==> config.mk <==
export PLATFORM = sky130hd
export DESIGN_NAME = alu_arbiter
export DESIGN_NICKNAME = d
export VERILOG_FILES = /design/src/rtl/alu_pkg.sv /design/src/rtl/rr_arb2.sv /design/src/rtl/alu_arbiter.sv
export SDC_FILE = /design/constraint.sdc
export NUM_CORES = 1
export LEC_CHECK = 0
export ABC_CLOCK_PERIOD_IN_PS = 2600
export CAP_MARGIN = 20
export CORE_ASPECT_RATIO = 1.2
export CORE_MARGIN = 2
export CORE_UTILIZATION = 39
export CTS_CLUSTER_SIZE = 24
export DETAILED_ROUTE_END_ITERATION = 8
export HOLD_SLACK_MARGIN = 0.12
export MAX_ROUTING_LAYER = met4
export PLACE_DENSITY = 0.79
export SYNTH_ARGS = -nofsm -noshare
export SYNTH_HDL_FRONTEND = slang
export SYNTH_SLANG_ARGS = --single-unit
==> constraint.sdc <==
create_clock -name clk -period 2.6 [get_ports clk]
set_input_delay 0.78 -clock clk [delete_from_list [all_inputs] [get_ports clk]]
set_output_delay 0.78 -clock clk [all_outputs]
set_load 0.01 [all_outputs]
==> src/rtl/alu_pkg.sv <==
// Shared definitions for the ALU arbiter: datapath widths, ALU opcodes
// and the arbiter state encoding.
package alu_pkg;

    localparam int DATA_W = 16;
    localparam int OP_W   = 2;

    localparam logic [OP_W-1:0] ALU_ADD = 2'b00;
    localparam logic [OP_W-1:0] ALU_SUB = 2'b01;
    localparam logic [OP_W-1:0] ALU_AND = 2'b10;
    localparam logic [OP_W-1:0] ALU_OR  = 2'b11;

    typedef enum logic [1:0] {
        IDLE  = 2'd0,
        ISSUE = 2'd1,
        RESP  = 2'd2
    } arb_state_t;

endpackage

==> src/rtl/rr_arb2.sv <==
// Two-way round-robin grant logic. Purely combinational; the history bit
// (last_grant) is owned by the caller so it can update it only on accept.
module rr_arb2 (
    input  logic       i_valid0,
    input  logic       i_valid1,
    input  logic       i_last_grant,
    output logic [1:0] o_grant
);

    // A lone requester always wins; on a tie the one not served last wins.
    always_comb begin
        o_grant[0] = i_valid0 && (!i_valid1 || i_last_grant);
        o_grant[1] = i_valid1 && (!i_valid0 || !i_last_grant);
    end

endmodule

==> src/rtl/alu_arbiter.sv <==
// Round-robin arbiter/sequencer sharing one combinational 16-bit ALU
// between two requesters. One operation is in flight at a time:
// IDLE (accept) -> ISSUE (ALU evaluates) -> RESP (hold until consumed).
// Optional feature macro: ALU_ARB_STATS_EN adds saturating per-requester
// grant counters on outputs grant_cnt0/grant_cnt1.
module alu_arbiter
    import alu_pkg::*;
(
    input  logic              clk,
    input  logic              rst,
    input  logic              req0_valid,
    output logic              req0_ready,
    input  logic [DATA_W-1:0] req0_a,
    input  logic [DATA_W-1:0] req0_b,
    input  logic [OP_W-1:0]   req0_op,
    input  logic              req1_valid,
    output logic              req1_ready,
    input  logic [DATA_W-1:0] req1_a,
    input  logic [DATA_W-1:0] req1_b,
    input  logic [OP_W-1:0]   req1_op,
    output logic              rsp0_valid,
    input  logic              rsp0_ready,
    output logic              rsp1_valid,
    input  logic              rsp1_ready,
    output logic [DATA_W-1:0] rsp_result,
    output logic              rsp_zero,
    output logic [DATA_W-1:0] alu_in1,
    output logic [DATA_W-1:0] alu_in2,
    output logic [OP_W-1:0]   alu_op,
    input  logic [DATA_W-1:0] alu_result,
    input  logic              alu_zero,
    output logic              busy
`ifdef ALU_ARB_STATS_EN
    ,
    output logic [15:0]       grant_cnt0,
    output logic [15:0]       grant_cnt1
`endif
);

    arb_state_t        r_state;
    logic              r_last_grant;
    logic              r_owner;
    logic              r_busy;
    logic              r_rsp0_valid;
    logic              r_rsp1_valid;
    logic              r_rsp_zero;
    logic [DATA_W-1:0] r_a;
    logic [DATA_W-1:0] r_b;
    logic [DATA_W-1:0] r_rsp_result;
    logic [OP_W-1:0]   r_op;

    logic [1:0]        w_grant;
    logic              w_idle;
    logic              w_accept0;
    logic              w_accept1;
    logic              w_rsp_done;

    rr_arb2 u_rr_arb2 (
        .i_valid0     (req0_valid),
        .i_valid1     (req1_valid),
        .i_last_grant (r_last_grant),
        .o_grant      (w_grant)
    );

    // Ready is a pure decode so a requester sees its grant in the same
    // cycle; it is forced low while reset is held.
    assign w_idle     = (r_state == IDLE) && !rst;
    assign req0_ready = w_idle && w_grant[0];
    assign req1_ready = w_idle && w_grant[1];
    assign w_accept0  = req0_valid && req0_ready;
    assign w_accept1  = req1_valid && req1_ready;

    // Only the owner's rsp_ready can retire the response.
    assign w_rsp_done = r_owner ? (r_rsp1_valid && rsp1_ready)
                                : (r_rsp0_valid && rsp0_ready);

    // The ALU always sees the operand registers; its output is only
    // meaningful (and only captured) during ISSUE.
    assign alu_in1    = r_a;
    assign alu_in2    = r_b;
    assign alu_op     = r_op;
    assign rsp_result = r_rsp_result;
    assign rsp_zero   = r_rsp_zero;
    assign rsp0_valid = r_rsp0_valid;
    assign rsp1_valid = r_rsp1_valid;
    assign busy       = r_busy;

    // Sequencer FSM with registered busy / response-valid outputs.
    always_ff @(posedge clk or posedge rst) begin
        if (rst) begin
            r_state      <= IDLE;
            r_last_grant <= 1'b1;
            r_owner      <= 1'b0;
            r_busy       <= 1'b0;
            r_rsp0_valid <= 1'b0;
            r_rsp1_valid <= 1'b0;
            r_rsp_zero   <= 1'b0;
            r_rsp_result <= '0;
            r_a          <= '0;
            r_b          <= '0;
            r_op         <= '0;
        end else begin
            case (r_state)
                IDLE: begin
                    if (w_accept0 || w_accept1) begin
                        r_a          <= w_accept1 ? req1_a  : req0_a;
                        r_b          <= w_accept1 ? req1_b  : req0_b;
                        r_op         <= w_accept1 ? req1_op : req0_op;
                        r_owner      <= w_accept1;
                        r_last_grant <= w_accept1;
                        r_busy       <= 1'b1;
                        r_state      <= ISSUE;
                    end
                end
                ISSUE: begin
                    r_rsp_result <= alu_result;
                    r_rsp_zero   <= alu_zero;
                    r_rsp0_valid <= !r_owner;
                    r_rsp1_valid <= r_owner;
                    r_state      <= RESP;
                end
                RESP: begin
                    if (w_rsp_done) begin
                        r_rsp0_valid <= 1'b0;
                        r_rsp1_valid <= 1'b0;
                        r_busy       <= 1'b0;
                        r_state      <= IDLE;
                    end
                end
                default: begin
                    r_state <= IDLE;
                end
            endcase
        end
    end

`ifdef ALU_ARB_STATS_EN
    logic [15:0] r_grant_cnt0;
    logic [15:0] r_grant_cnt1;

    // Saturating accept counters, one per requester.
    always_ff @(posedge clk or posedge rst) begin
        if (rst) begin
            r_grant_cnt0 <= '0;
            r_grant_cnt1 <= '0;
        end else begin
            if (w_accept0 && (r_grant_cnt0 != 16'hFFFF)) begin
                r_grant_cnt0 <= r_grant_cnt0 + 16'd1;
            end
            if (w_accept1 && (r_grant_cnt1 != 16'hFFFF)) begin
                r_grant_cnt1 <= r_grant_cnt1 + 16'd1;
            end
        end
    end

    assign grant_cnt0 = r_grant_cnt0;
    assign grant_cnt1 = r_grant_cnt1;
`endif

endmodule

==> run summary <==
Outcome - finished, final reports clean
Reg2reg setup slack - 1.06 ns
N_diodes - 0
Worst r2r dst - alu_in2[12]
Met2 Use GR - 0.365
Drt via density - 5.35
Max VDD drop - 0.456 mV
Clock Path Buffers - 2
Buffers on Ports - 146
Overall routed net length - 7980 um
Die area - 7680 um2
Mapped cell area - 2730 um2
# rows - 33
Power consumption - 0.00453 W
Routed Antenna Nets - 0
Cells after Synth - 269
Wire per inst - 15.7 um
WHS - 0.505 ns
Hold Crit Class - reg -> reg
Routing usage on met3 - 0.0663
Hold_buf cts - 0
Core Util, Final - 0.655
Hold Vio Cnt, Final - 0
Initial antenna violation count - 0
Cell variety after synth - 28
Clk_lat worst skew - 0.33 ns
Hold Path End - rsp_result[11]
Core box area - 6810 um2
MaxCap Viol Count - 0
Gpl congestion - 0.794
Rel. slew slack - 0.749
Worst EP arrival - 1.75 ns
Switch share - 0.345
Share of cells above drive strength 1 - 0.140
Sequential share of power - 0.354
Crit path time final - 2.53 ns
I/O pin total - 147
Post-synth top cells - dfrtp_1, nand3_1, a21oi_1, a31oi_1, o21ai_0
First-pass GRT wire length - 12700 um
Worst-path clk slew - 0.07 ns
Initial Util - 0.400
Slowest-stage cell, CP - clkdlybuf4s50_1
CTS Sinks - 58
Vias post-DR - 2716
Yosys Warn Count - 0
H-tree depth - 3
Critical path class - in -> out
Cell Int Power - 0.00297 W
Logic pwr share - 0.487
Top FF cell, synth - dfrtp_1
Post-CTS Setup Inserts - 0
NumNets Final - 507
Slew Limit Fails - 0
Syn_nets - 360
Post-synthesis sequential area ratio - 0.533
Chip width - 80.3 um
TritonCTS clock tree - yes
Reg2Reg Depth - 5
Clock network power share - 0.159
Met1 Use GR - 0.262
Max FO, Critical Path - 4
F_max - 0.395 GHz
Slew @ Worst Pin - 0.377 ns
Share of the synthesized area in the top cell type - 0.523
Area Growth Syn to Fin - 63.5%
Critical Path Start Type - primary input
Post-route DRC - 0
Top cells by area, synth - dfrtp_1, a31oi_1, mux2_2
Worst Min Path Start - rsp_result[11]
Critical path, cell by cell - clkdlybuf4s50_1 > buf_4 > inv_1 > o21ai_1 > nor2_2 > buf_2
Chip height - 95.6 um
Gr usage total - 0.223
Period utilization - 0.973
GR Overflow Total - 0
P_sw - 0.00156 W
Starting DRT DRC Count - 162
Max Clock Skew - 0.00575 ns
Detailed Place HPWL - 5620 um
Leak - 1.72 nW
Avg Cell Area, Syn - 10.1 um2
Crit path from - req1_valid
Synth area leader - dfrtp_1
Post-synth EDFFs - 0
Crit path capture type - output port
Worst stage delay on the critical path - 0.47 ns
Largest net degree at the start of global routing - 44
Worst r2r src - r_state[1]
CTS Buf Count - 9
# setup viols final - 0
Hold Path Cell Cnt - 1
Clk root buf - clkbuf_8
Busiest grt layer - met2
Vias in the first global route - 2677
Pwr dens - 1020 nW/um2
Pre-Repair DR Iteration Count - 4
RSZ-0062 raised after global routing - no
Most common cell in the netlist - dfrtp_1
Post-synth ARST share - 1.00
Req. time, crit path - 1.82 ns
Seq cells post-synth - 58
## per-stage QoR
stage	setup slack, ns	instance area, um2	setup TNS [ns]	std cells
after floorplan	0.284	2730	0	269
after global placement	-0.437	4290	-0.857	492
after detailed placement	-0.457	4290	-0.901	492
after CTS	0.0218	4460	0	508
after global routing	0.0169	4460	0	508
final	0.0691	4460	0	508
## routing by layer
layer  share of wire  wire length [um]  vias to the layer above
met5               0                 0                        -
met4           0.011                85                        0
met3           0.070               559                        8
met2            0.52              4120                      113
met1            0.40              3210                     1298
li1                -                 -                     1297
## sequential cells by signal, indices dropped and copies added (netlist names)
name	flops
r_state	2
alu_op	2
r_last_grant	1
rsp0_valid	1
rsp_zero	1
alu_in2	16
alu_in1	16
busy	1
rsp1_valid	1
r_owner	1
rsp_result	16
## kinds of logic (layout without fill, tap and decap cells)
kind of cell           count (synthesis)  count (layout)  share of synthesized area
AO/OA/AOI/OAI                        112             112                      0.230
flip-flops                            58              58                      0.533
AND/OR/NAND/NOR                       52              52                      0.101
buffers and inverters                 30             182                     0.0665
multiplexers                          17              17                     0.0702
## worst max-delay path by stage
stage | slack (ns) | depth (start not counted) | to
6_report | 0.07 | 6 | req0_ready
5_1_grt | 0.02 | 6 | req0_ready
4_1_cts | 0.02 | 6 | req0_ready
3_5_place_dp | -0.46 | 4 | req1_ready
3_3_place_gp | -0.44 | 4 | req1_ready
2_1_floorplan | 0.28 | 4 | req0_ready
## cell type report
type,count,area (um2)
clock buffers,11,141
repair buffers,163,1600
flip-flops and latches,58,1450
fillers,584,2350
clock inverters,5,30.0
inverters,3,11.3
well taps,87,109
multi-input cells,181,1110
## critical path: cells and delay by family
kind	cells	cell delay, ns
buffers and inverters	4	0.78
and+or+nand+nor	1	0.06
AOI/OAI and AO/OA	1	0.13
## layout by cell type (no fill, tap or decap), types with 10 or more instances in the layout
cell,netlist,routed
clkbuf_8,0,10
o21ai_0,27,26
buf_4,0,15
a21oi_1,35,35
a31oi_1,35,35
nand3_1,37,37
o21ai_1,9,10
dfrtp_1,57,57
mux2_2,17,17
clkdlybuf4s50_1,0,143
## timing repair
| action | CTS | global route |
|---|---|---|
| gates resized for setup | 12 | 1 |
| pin swaps | 3 | 0 |
| endpoints found under the setup margin | 2 | 1 |
## power by group through the flow
stage          registers (W)  clock network [W]  logic (W)
6_report             0.00161           0.000721    0.00221
3_3_place_gp         0.00159                  0    0.00219
3_5_place_dp         0.00162                  0    0.00223
2_1_floorplan        0.00181                  0   0.000821
4_1_cts              0.00161           0.000736    0.00224
5_1_grt              0.00166           0.000794    0.00240
No activity file was read; power rests on OpenSTA's default activity.
==> patch, RTL diff (same flow settings) <==
Encoding of `arb_state_t`: now one-hot (3 bits for 3 states).
--- a/src/rtl/alu_pkg.sv
+++ b/src/rtl/alu_pkg.sv
@@ -11,8 +11,8 @@
     localparam logic [OP_W-1:0] ALU_OR  = 2'b11;
 
-    typedef enum logic [1:0] {
-        IDLE  = 2'd0,
-        ISSUE = 2'd1,
-        RESP  = 2'd2
+    typedef enum logic [2:0] {
+        IDLE  = 3'b001,
+        ISSUE = 3'b010,
+        RESP  = 3'b100
     } arb_state_t;
 
Formal check against the unedited RTL: same outputs for any inputs over 10 cycles, from zero or initial values and one cycle with rst high; not proved beyond that.
==> patch against the original RTL <==
  * Register-to-register slack got worse by 0.57 ns
  * Count of clock-buffer cells in the layout is 1 higher
  * Area after synthesis is 0.14% lower
  * Core utilization rose by 1.5 points
  * Design area rose by 2.3%
  * Sequential cell count increased by 1
  * Routed wire length down 20%
  * Non-clock buffer count decreased by 3
  * Global-route usage shrank 4.8 points
  * First-iteration DRC count decreased by 73%
  * Total power decreased by 1.7%
  * Setup slack improved by 0.033 ns
==> patch: results (changes against the original RTL) <==
- Top post-synthesis cells by area: dfrtp_1, mux2_2, mux2_1
- Final period utilization: 96.09% (-1.3 points)
- DRT Wirelength: 6400 um (-20%)
- Synth top cells by count: dfrtp_1, mux2_2, mux2_1
- Slew headroom: 51.77% (-23 points)
- Resize count post-CTS: 10 (-2)
- WL met1: 2425 um (-24%)
- R2R Path Start: r_state[0]
- VDD IR max: 0.5447 mV (+19%)
- WP data arrival: 1.72 ns (-0.03 ns)
- Fill count: 513 (-12%)
- Gr usage total: 17.54% (-4.8 points)
- WL met2: 3280 um (-20%)
- End of the worst hold path: alu_in1[10]
- Final setup skew: 0.005873 ns (+0.0001225 ns)
- GP Congestion: 0.8179 (+3.0%)
- Cell Area, Placed: 4335 um^2 (+1.1%)
- M2 GR Usage: 30.49% (-6.0 points)
- Met3 Use GR: 5.208% (-1.4 points)
- Status: complete, no violations
- Syn_nets: 277 (-23%)
- DR iter-0 viols: 44 (-73%)
- Reg2Reg Depth: 7 (+2)
- Leakage: 0.001870 uW (+8.8%)
- Hpwl dp: 4809 um (-14%)
- Via density: 4.847 (-9.3%)
- Total Nets Final: 439 (-13%)
- Hold Crit Start: alu_in1[10]
- Global-route wire length before repair: 9894 um (-22%)
- Reg-to-reg slack, setup: 0.49 ns (-0.57 ns)
- Highest net fanout along the worst path: 2 (-2)
-- patch: worst max-delay path by stage --
stage                from    endpoint  cells past startpoint
3_5_place_dp          rst  req0_ready                      5
5_1_grt               rst  req0_ready                      6
6_report              rst  req0_ready                      6
3_3_place_gp          rst  req0_ready                      5
2_1_floorplan  req1_valid  req1_ready                      3
4_1_cts        req1_valid  req1_ready                      4
-- patch: cell families after synthesis --
logic type / synth area share [%]
buffers and inverters: 3.307
AND/OR/NAND/NOR: 4.088
flip-flops: 54.29
multiplexers: 35.14
AO/OA/AOI/OAI: 3.170
-- patch: power by group --
| part | total, uW | internal [uW] | switching [uW] |
|---|---|---|---|
| logic | 2000 | 1290 | 710 |
| clock network | 841 | 509 | 332 |
| registers | 1620 | 1380 | 245 |
-- patch: final cells by class --
class                           count  area [um^2]  share of cell area (%)
Multi-Input combinational cell    114         1170                   25.64
Sequential cell                    59         1479                   32.42
Clock inverter                      2        35.03                  0.7680
Clock buffer                       12        165.2                   3.620
Timing Repair Buffer              160         1589                   34.83
Inverter                            4        15.01                  0.3291
Tap cell                           87        108.9                   2.386
-- patch: worst reg2reg max path: stages, from the launching register on --
cell	delay [ns]
dfstp_2	0.62
nor4b_4	0.26
buf_4	0.17
buf_4	0.09
buf_4	0.11
and2_2	0.17
buf_12	0.20
mux2_2	0.37
-- patch: stage by stage --
| stage | instances | utilization, % | setup TNS (ns) | hold slack, ns |
|---|---|---|---|---|
| finish | 438 | 66.96 | 0 | 0.4835 |
| global route | 438 | 66.96 | 0 | 0.5019 |
| CTS | 436 | 66.63 | 0 | 0.4886 |
| detailed placement | 421 | 63.64 | -3.937 | 0.4746 |
| global placement | 421 | 63.64 | -2.401 | 0.4671 |
| floorplan | 186 | - | 0 | 0.5170 |
